<file path="src/rtl/car_pkg.sv">
// Shared definitions for the car playfield: initial car table, per-car speeds,
// orientation codes, car extents and the position-manager FSM states.
package car_pkg;

    localparam int CAR_COUNT = 8;

    localparam logic [1:0] ORIENT_H = 2'd0;   // 60x30, moves +X
    localparam logic [1:0] ORIENT_V = 2'd1;   // 30x60, moves +Y

    localparam int CAR_LONG  = 60;
    localparam int CAR_SHORT = 30;

    // Car 0 is the player; cars 1-7 are traffic.
    localparam logic [9:0] INIT_X [CAR_COUNT] = '{
        10'd0, 10'd630, 10'd100, 10'd300, 10'd500, 10'd50, 10'd200, 10'd400
    };
    localparam logic [9:0] INIT_Y [CAR_COUNT] = '{
        10'd100, 10'd40, 10'd200, 10'd470, 10'd300, 10'd350, 10'd150, 10'd60
    };
    localparam logic [1:0] INIT_ORIENT [CAR_COUNT] = '{
        ORIENT_H, ORIENT_H, ORIENT_V, ORIENT_V, ORIENT_H, ORIENT_V, ORIENT_H, ORIENT_V
    };
    // Speed of car 0 is unused; the player moves by PLAYER_STEP instead.
    localparam logic [2:0] CAR_SPEED [CAR_COUNT] = '{
        3'd0, 3'd4, 3'd2, 3'd3, 3'd1, 3'd4, 3'd3, 3'd1
    };

    typedef enum logic [1:0] {
        ST_IDLE   = 2'd0,
        ST_UPDATE = 2'd1,
        ST_FROZEN = 2'd2
    } carFsm_t;

    // Horizontal extent of a car in the given orientation.
    function automatic logic [10:0] carWidth(input logic [1:0] orient);
        return (orient == ORIENT_V) ? 11'(CAR_SHORT) : 11'(CAR_LONG);
    endfunction

    // Vertical extent of a car in the given orientation.
    function automatic logic [10:0] carHeight(input logic [1:0] orient);
        return (orient == ORIENT_V) ? 11'(CAR_LONG) : 11'(CAR_SHORT);
    endfunction

endpackage

</file>
<file path="src/rtl/car_step.sv">
// Combinational next-position for one car. Traffic cars advance by their speed
// along their orientation and wrap at the screen edge; the player car moves by
// one button (up > down > left > right) and saturates inside the screen.
module car_step
    import car_pkg::*;
#(
    parameter int SCREEN_W    = 640,
    parameter int SCREEN_H    = 480,
    parameter int PLAYER_STEP = 4
) (
    input  logic       isPlayer,
    input  logic [9:0] curX,
    input  logic [9:0] curY,
    input  logic [1:0] curOrient,
    input  logic [2:0] speed,
    input  logic       btnUp,
    input  logic       btnDown,
    input  logic       btnLeft,
    input  logic       btnRight,
    output logic [9:0] nextX,
    output logic [9:0] nextY,
    output logic [1:0] nextOrient
);

    localparam logic [10:0] SCREEN_W11 = 11'(SCREEN_W);
    localparam logic [10:0] SCREEN_H11 = 11'(SCREEN_H);
    localparam logic [10:0] STEP11     = 11'(PLAYER_STEP);

    logic [10:0] trafSum;
    logic [9:0]  trafX;
    logic [9:0]  trafY;

    logic [10:0] plX;
    logic [10:0] plY;
    logic [10:0] plMaxX;
    logic [10:0] plMaxY;
    logic [1:0]  plOrient;
    logic        plMoved;

    // Traffic: advance along the orientation axis, wrapping by one screen extent.
    always_comb begin
        // NOTE: every output of a combinational block gets a default first, so no
        // path leaves it unassigned and no latch is inferred.
        trafSum = '0;
        trafX   = curX;
        trafY   = curY;
        if (curOrient == ORIENT_V) begin
            trafSum = {1'b0, curY} + {8'd0, speed};
            if (trafSum >= SCREEN_H11) trafSum = trafSum - SCREEN_H11;
            trafY = trafSum[9:0];
        end else begin
            trafSum = {1'b0, curX} + {8'd0, speed};
            if (trafSum >= SCREEN_W11) trafSum = trafSum - SCREEN_W11;
            trafX = trafSum[9:0];
        end
    end

    // Player: single prioritised button move, then clamp both axes using the
    // extents of the new orientation so a turn near an edge stays on screen.
    always_comb begin
        plX      = {1'b0, curX};
        plY      = {1'b0, curY};
        plOrient = curOrient;
        plMoved  = btnUp | btnDown | btnLeft | btnRight;
        if (btnUp) begin
            plOrient = ORIENT_V;
            plY      = (plY >= STEP11) ? plY - STEP11 : 11'd0;
        end else if (btnDown) begin
            plOrient = ORIENT_V;
            plY      = plY + STEP11;
        end else if (btnLeft) begin
            plOrient = ORIENT_H;
            plX      = (plX >= STEP11) ? plX - STEP11 : 11'd0;
        end else if (btnRight) begin
            plOrient = ORIENT_H;
            plX      = plX + STEP11;
        end
        plMaxX = SCREEN_W11 - carWidth(plOrient);
        plMaxY = SCREEN_H11 - carHeight(plOrient);
        if (plMoved) begin
            if (plX > plMaxX) plX = plMaxX;
            if (plY > plMaxY) plY = plMaxY;
        end
    end

    assign nextX      = isPlayer ? plX[9:0] : trafX;
    assign nextY      = isPlayer ? plY[9:0] : trafY;
    assign nextOrient = isPlayer ? plOrient : curOrient;

endmodule

</file>
<file path="src/rtl/car_position_manager.sv">
// Holds position/orientation of all cars, sweeps one car update per cycle on
// each game tick, and streams one car per cycle round-robin to collision
// detection. A collision freezes the game until restart or reset.
module car_position_manager
    import car_pkg::*;
#(
    parameter int NUM_CARS    = 8,
    parameter int SCREEN_W    = 640,
    parameter int SCREEN_H    = 480,
    parameter int PLAYER_STEP = 4
) (
    input  logic       clk,
    input  logic       rst,
    input  logic       move_tick,
    input  logic       btn_up,
    input  logic       btn_down,
    input  logic       btn_left,
    input  logic       btn_right,
    input  logic       collision,
    input  logic       restart,
    output logic [3:0] carIndex,
    output logic [9:0] carX,
    output logic [9:0] carY,
    output logic [1:0] carOrient,
    output logic       frozen,
    output logic       busy
);

    localparam int                IDXW     = $clog2(NUM_CARS);
    localparam logic [IDXW-1:0]   LAST_IDX = IDXW'(NUM_CARS - 1);

    logic [9:0] posX   [NUM_CARS];
    logic [9:0] posY   [NUM_CARS];
    logic [1:0] orient [NUM_CARS];

    carFsm_t         state;
    logic [IDXW-1:0] upd_idx;
    logic [IDXW-1:0] scan_idx;

    logic [9:0] stepX;
    logic [9:0] stepY;
    logic [1:0] stepOrient;

    // Single shared next-state calculator, pointed at the car being swept.
    car_step #(
        .SCREEN_W   (SCREEN_W),
        .SCREEN_H   (SCREEN_H),
        .PLAYER_STEP(PLAYER_STEP)
    ) u_step (
        .isPlayer  (upd_idx == '0),
        .curX      (posX[upd_idx]),
        .curY      (posY[upd_idx]),
        .curOrient (orient[upd_idx]),
        .speed     (CAR_SPEED[upd_idx]),
        .btnUp     (btn_up),
        .btnDown   (btn_down),
        .btnLeft   (btn_left),
        .btnRight  (btn_right),
        .nextX     (stepX),
        .nextY     (stepY),
        .nextOrient(stepOrient)
    );

    // Sweep FSM plus the car state it writes; restart beats collision.
    always_ff @(posedge clk or posedge rst) begin
        if (rst) begin
            state   <= ST_IDLE;
            upd_idx <= '0;
            frozen  <= 1'b0;
            busy    <= 1'b0;
            // NOTE: the car table is a handful of registers that must come up at
            // known start positions, so it is reset here rather than left to RAM.
            for (int i = 0; i < NUM_CARS; i++) begin
                posX[i]   <= INIT_X[i];
                posY[i]   <= INIT_Y[i];
                orient[i] <= INIT_ORIENT[i];
            end
        end else if (restart) begin
            state   <= ST_IDLE;
            upd_idx <= '0;
            frozen  <= 1'b0;
            busy    <= 1'b0;
            for (int i = 0; i < NUM_CARS; i++) begin
                posX[i]   <= INIT_X[i];
                posY[i]   <= INIT_Y[i];
                orient[i] <= INIT_ORIENT[i];
            end
        end else begin
            // NOTE: sequential state uses non-blocking assignments so every
            // register samples the pre-edge values, independent of statement order.
            case (state)
                ST_IDLE: begin
                    if (collision) begin
                        state  <= ST_FROZEN;
                        frozen <= 1'b1;
                    end else if (move_tick) begin
                        state   <= ST_UPDATE;
                        upd_idx <= '0;
                        busy    <= 1'b1;
                    end
                end
                ST_UPDATE: begin
                    posX[upd_idx]   <= stepX;
                    posY[upd_idx]   <= stepY;
                    orient[upd_idx] <= stepOrient;
                    if (collision) begin
                        state  <= ST_FROZEN;
                        frozen <= 1'b1;
                        busy   <= 1'b0;
                    end else if (upd_idx == LAST_IDX) begin
                        state <= ST_IDLE;
                        busy  <= 1'b0;
                    end else begin
                        upd_idx <= upd_idx + 1'b1;
                    end
                end
                ST_FROZEN: begin
                    frozen <= 1'b1;
                    busy   <= 1'b0;
                end
                default: begin
                    state <= ST_IDLE;
                    busy  <= 1'b0;
                end
            endcase
        end
    end

    // Free-running round-robin stream of car state into collision detection.
    always_ff @(posedge clk or posedge rst) begin
        if (rst) begin
            scan_idx  <= IDXW'(1);
            carIndex  <= 4'd0;
            carX      <= INIT_X[0];
            carY      <= INIT_Y[0];
            carOrient <= INIT_ORIENT[0];
        end else begin
            carIndex  <= 4'(scan_idx);
            carX      <= posX[scan_idx];
            carY      <= posY[scan_idx];
            carOrient <= orient[scan_idx];
            scan_idx  <= (scan_idx == LAST_IDX) ? '0 : scan_idx + 1'b1;
        end
    end

endmodule

</file>
<file path="config.mk">
export PLATFORM = sky130hd
export DESIGN_NAME = car_position_manager
export DESIGN_NICKNAME = d
export VERILOG_FILES = /design/src/rtl/car_pkg.sv /design/src/rtl/car_step.sv /design/src/rtl/car_position_manager.sv
export SDC_FILE = /design/constraint.sdc
export NUM_CORES = 1
export LEC_CHECK = 0
export ABC_AREA = 1
export BUFFER_PORTS_ARGS = -buffer_cell sky130_fd_sc_hd__buf_2
export CAP_MARGIN = 10
export CORE_ASPECT_RATIO = 0.75
export CORE_MARGIN = 10
export CORE_UTILIZATION = 25
export DETAILED_ROUTE_END_ITERATION = 16
export PLACE_DENSITY = 0.36
export SLEW_MARGIN = 20
export SYNTH_ARGS = -nofsm -noshare
export SYNTH_HDL_FRONTEND = slang
export SYNTH_SLANG_ARGS = --single-unit
</file>
<file path="constraint.sdc">
create_clock -name clk -period 9.11 [get_ports clk]
set_clock_uncertainty 0.05 [all_clocks]
set_input_delay 2.2775 -clock clk [delete_from_list [all_inputs] [get_ports clk]]
set_output_delay 2.2775 -clock clk [all_outputs]
set_load 0.02 [all_outputs]
</file>
==> impl_metrics.env <==
export IMPL_status="finished, final reports clean"
export IMPL_highest_layer="met4"
export IMPL_cts_path_max_buffers=3
export IMPL_startpoint_type="register"
export IMPL_wl_per_cell_um=22.8
export IMPL_start_util=0.254
export IMPL_gp_congestion=0.826
export IMPL_drt_iter0_drc=1272
export IMPL_cts_buffers=24
export IMPL_die_area_sq_um=62300
export IMPL_coreArea_sq_um=51800
export IMPL_path_depth=21
export IMPL_synth_async_reset_ratio=1.00
export IMPL_syn_area_per_cell_sq_um=7.20
export IMPL_met1Wirelength_mm=29.5
export IMPL_pwr_density_cell_nw_per_um2=171
export IMPL_hold_path_class="reg -> reg"
export IMPL_drt_pass1_iter_count=5
export IMPL_finalHoldViolCount=0
export IMPL_tightest_slew_ps=987
export IMPL_multi_input_area_sq_um=6580
export IMPL_grt_pass1_vias=12200
export IMPL_ctsHtreeMaxLevel=1
export IMPL_ios=37
export IMPL_drive_gt1_frac=0.132
export IMPL_crit_chain="nand2_2 -> nor2_2 -> inv_1 -> o2111ai_1 -> nand2_1 -> buf_4 -> o21ai_0 -> inv_1 -> ha_1 -> or2_2 -> nand2_1 -> inv_1 -> nand2_1 -> nand2_1 -> nand2_1 -> nand2_2 -> nand2_4 -> nand4_1 -> nand2_1 -> nand2_1 -> o21ai_0"
export IMPL_synth_warnings=0
export IMPL_grt_pass1_wl_mm=86.1
export IMPL_wl_met2_mm=25.3
export IMPL_finalSetupViolCount=0
export IMPL_syn_area_sq_um=13200
export IMPL_cts_tree="done"
export IMPL_synth_fp_nets=1866
export IMPL_drcViolationCount=0
export IMPL_cts_sinks=211
export IMPL_arrival_ps=6090
export IMPL_insertion_delay_ps=550
export IMPL_row_count=72
export IMPL_synth_top_cell_by_area="dfrtp_1"
export IMPL_synthTopCellsByArea="dfrtp_1, dfstp_2, nand2_1, inv_1, o21ai_0"
export IMPL_nNetsFinal=1878
export IMPL_synth_most_common_cell="nand2_1"
export IMPL_synth_top_flop_cell="dfrtp_1"
export IMPL_crit_path_max_fanout=28
export IMPL_cp_end_kind="register"
export IMPL_ys_ff_latch=211
export IMPL_met3_length_mm=2.77
export IMPL_post_layout_nonfiller_instances=2560
export IMPL_synthCells=1827
export IMPL_synth_edff_count=0
export IMPL_setup_slack_ps=3410
export IMPL_reg2regPathDepth=21
export IMPL_synth_seq_area_share=0.408
export IMPL_cts_root_buf="clkbuf_16"
export IMPL_die_h_um=219
export IMPL_layout_min_cycle_time_ps=5700
export IMPL_diodes=0
export IMPL_synth_top_area_frac=0.272
export IMPL_cts_resized=0
export IMPL_hold_depth=2
export IMPL_nFillCells=5654
export IMPL_ant_nets=0
export IMPL_drt_vias_per_instance=5.02
export IMPL_fp_dieW_um=285
export IMPL_maxSlewHeadroom=0.341
export IMPL_fin_crit_sh=0.626
export IMPL_slowest_delay_ps=730
export IMPL_crit_family="simple AND/OR/NAND/NOR gates"
export IMPL_antenna_found_initial=1
export IMPL_final_seq_area_sq_um=5370
export IMPL_maxCapViolations=0
export IMPL_crit_top_cell="nand2_1"
export IMPL_crit_type="reg -> reg"
export IMPL_peakVddDrop_v=0.0000924
export IMPL_crit_slowest_cell="dfrtp_1"
export IMPL_p_leak_nw=6.99
export IMPL_wl_mm=58.5
export IMPL_worst_path_buf_inv=4
export IMPL_grt_usage=0.183
export IMPL_yosys_top_cells_count="nand2_1, inv_1, nor2_1"
export IMPL_dp_cells=2516
export IMPL_dp_slack_ps=3440
export IMPL_clk_pin_slew_worst_paths_ps=60
export IMPL_required_ps=9500
export IMPL_cts_setup_buffers=0
export IMPL_rsz0062_at_grt="no"
export IMPL_setup_tns_ps=0
export IMPL_dpl_hpwl_mm=39.1
export IMPL_area_delta_synth_final_pct=13.0
export IMPL_dr_total_vias=12800
export IMPL_cts_hold_buf=0
export IMPL_grt_max_degree=106
export IMPL_grt_ovfl_total=0
export IMPL_max_freq_ghz=0.175
export IMPL_synth_cell_types=49
export IMPL_slew_viol_final=0
export IMPL_port_buffers=35
[state kept, by name, indices dropped and copies added (netlist names)]
signal and count:
carX 10, busy 1, carOrient 2, frozen 1, state 2, carIndex 3
scan_idx 3, orient 16, posX 80, upd_idx 3, carY 10, posY 80
[power breakdown]
group          switching [mW]  internal (mW)
clock                   0.432          0.543
combinational           0.458          0.147
sequential             0.0124          0.958
[metal layers]
metal,up-vias,global-route usage
li1,6057,-
met1,6359,0.275
met2,380,0.279
met3,48,0.0228
met4,0,0.0303
met5,-,0
[worst min-delay path: stages, from the launching register on]
cell and delay, ps:
dfrtp_1 350, nand2_1 50, nand2_1 50
[per-stage QoR]
| stage | total power [mW] | util | hold slack (ps) | cell area [sq um] |
|---|---|---|---|---|
| final | 2.55 | 0.287 | 437 | 14900 |
| after global routing | 2.68 | 0.287 | 442 | 14900 |
| after CTS | 2.58 | 0.287 | 433 | 14900 |
| after detailed placement | 1.59 | 0.272 | 416 | 14100 |
| after global placement | 1.60 | 0.272 | 413 | 14100 |
| after floorplan | 1.37 | - | 326 | 13200 |
[placed cells by master (no fill, tap or decap), types with 9 or more instances in the layout]
cell type and instances:
nand2_2 17, inv_1 206, a31oi_1 31, o22ai_1 48
nand2_1 431, a21oi_1 121, o21ai_1 45, nor3_1 9
nand3_1 111, inv_2 12, dfstp_2 67, dfrtp_1 141
ha_1 28, o21ai_0 154, nor2_2 11, nand4_1 14
xor2_1 19, buf_4 34, clkbuf_16 25, buf_2 35
nor2_1 177, o211ai_1 32
[final cells by class]
class,count,share of cell area
repair buffers,69,0.0289
multi-input cells,1307,0.442
flip-flops and latches,211,0.361
clock inverters,8,0.00294
inverters,226,0.0575
well taps,703,0.0591
clock buffers,36,0.0482
[final timing paths]
| path | slack, ps | start | endpoint |
|---|---|---|---|
| hold / removal | 440 | busy | busy |
| setup reg to reg | 3410 | upd_idx[1] | posX[78] |
| max in group asynchronous | 5850 | rst | posY[13] |
| hold reg to reg | 440 | busy | busy |
| min in group asynchronous | 1780 | rst | scan_idx[1] |
| setup / recovery | 3410 | upd_idx[1] | posX[78] |
[kinds of logic after synthesis]
logic type      Yosys count  synth area share
simple gates            796             0.258
flops                   211             0.408
fa+ha+maj                30            0.0297
buf+inv                 309            0.0938
other cells               1          0.000285
compound gates          459             0.197
xor+xnor                 21            0.0140
(Power assumes the default switching activity.)
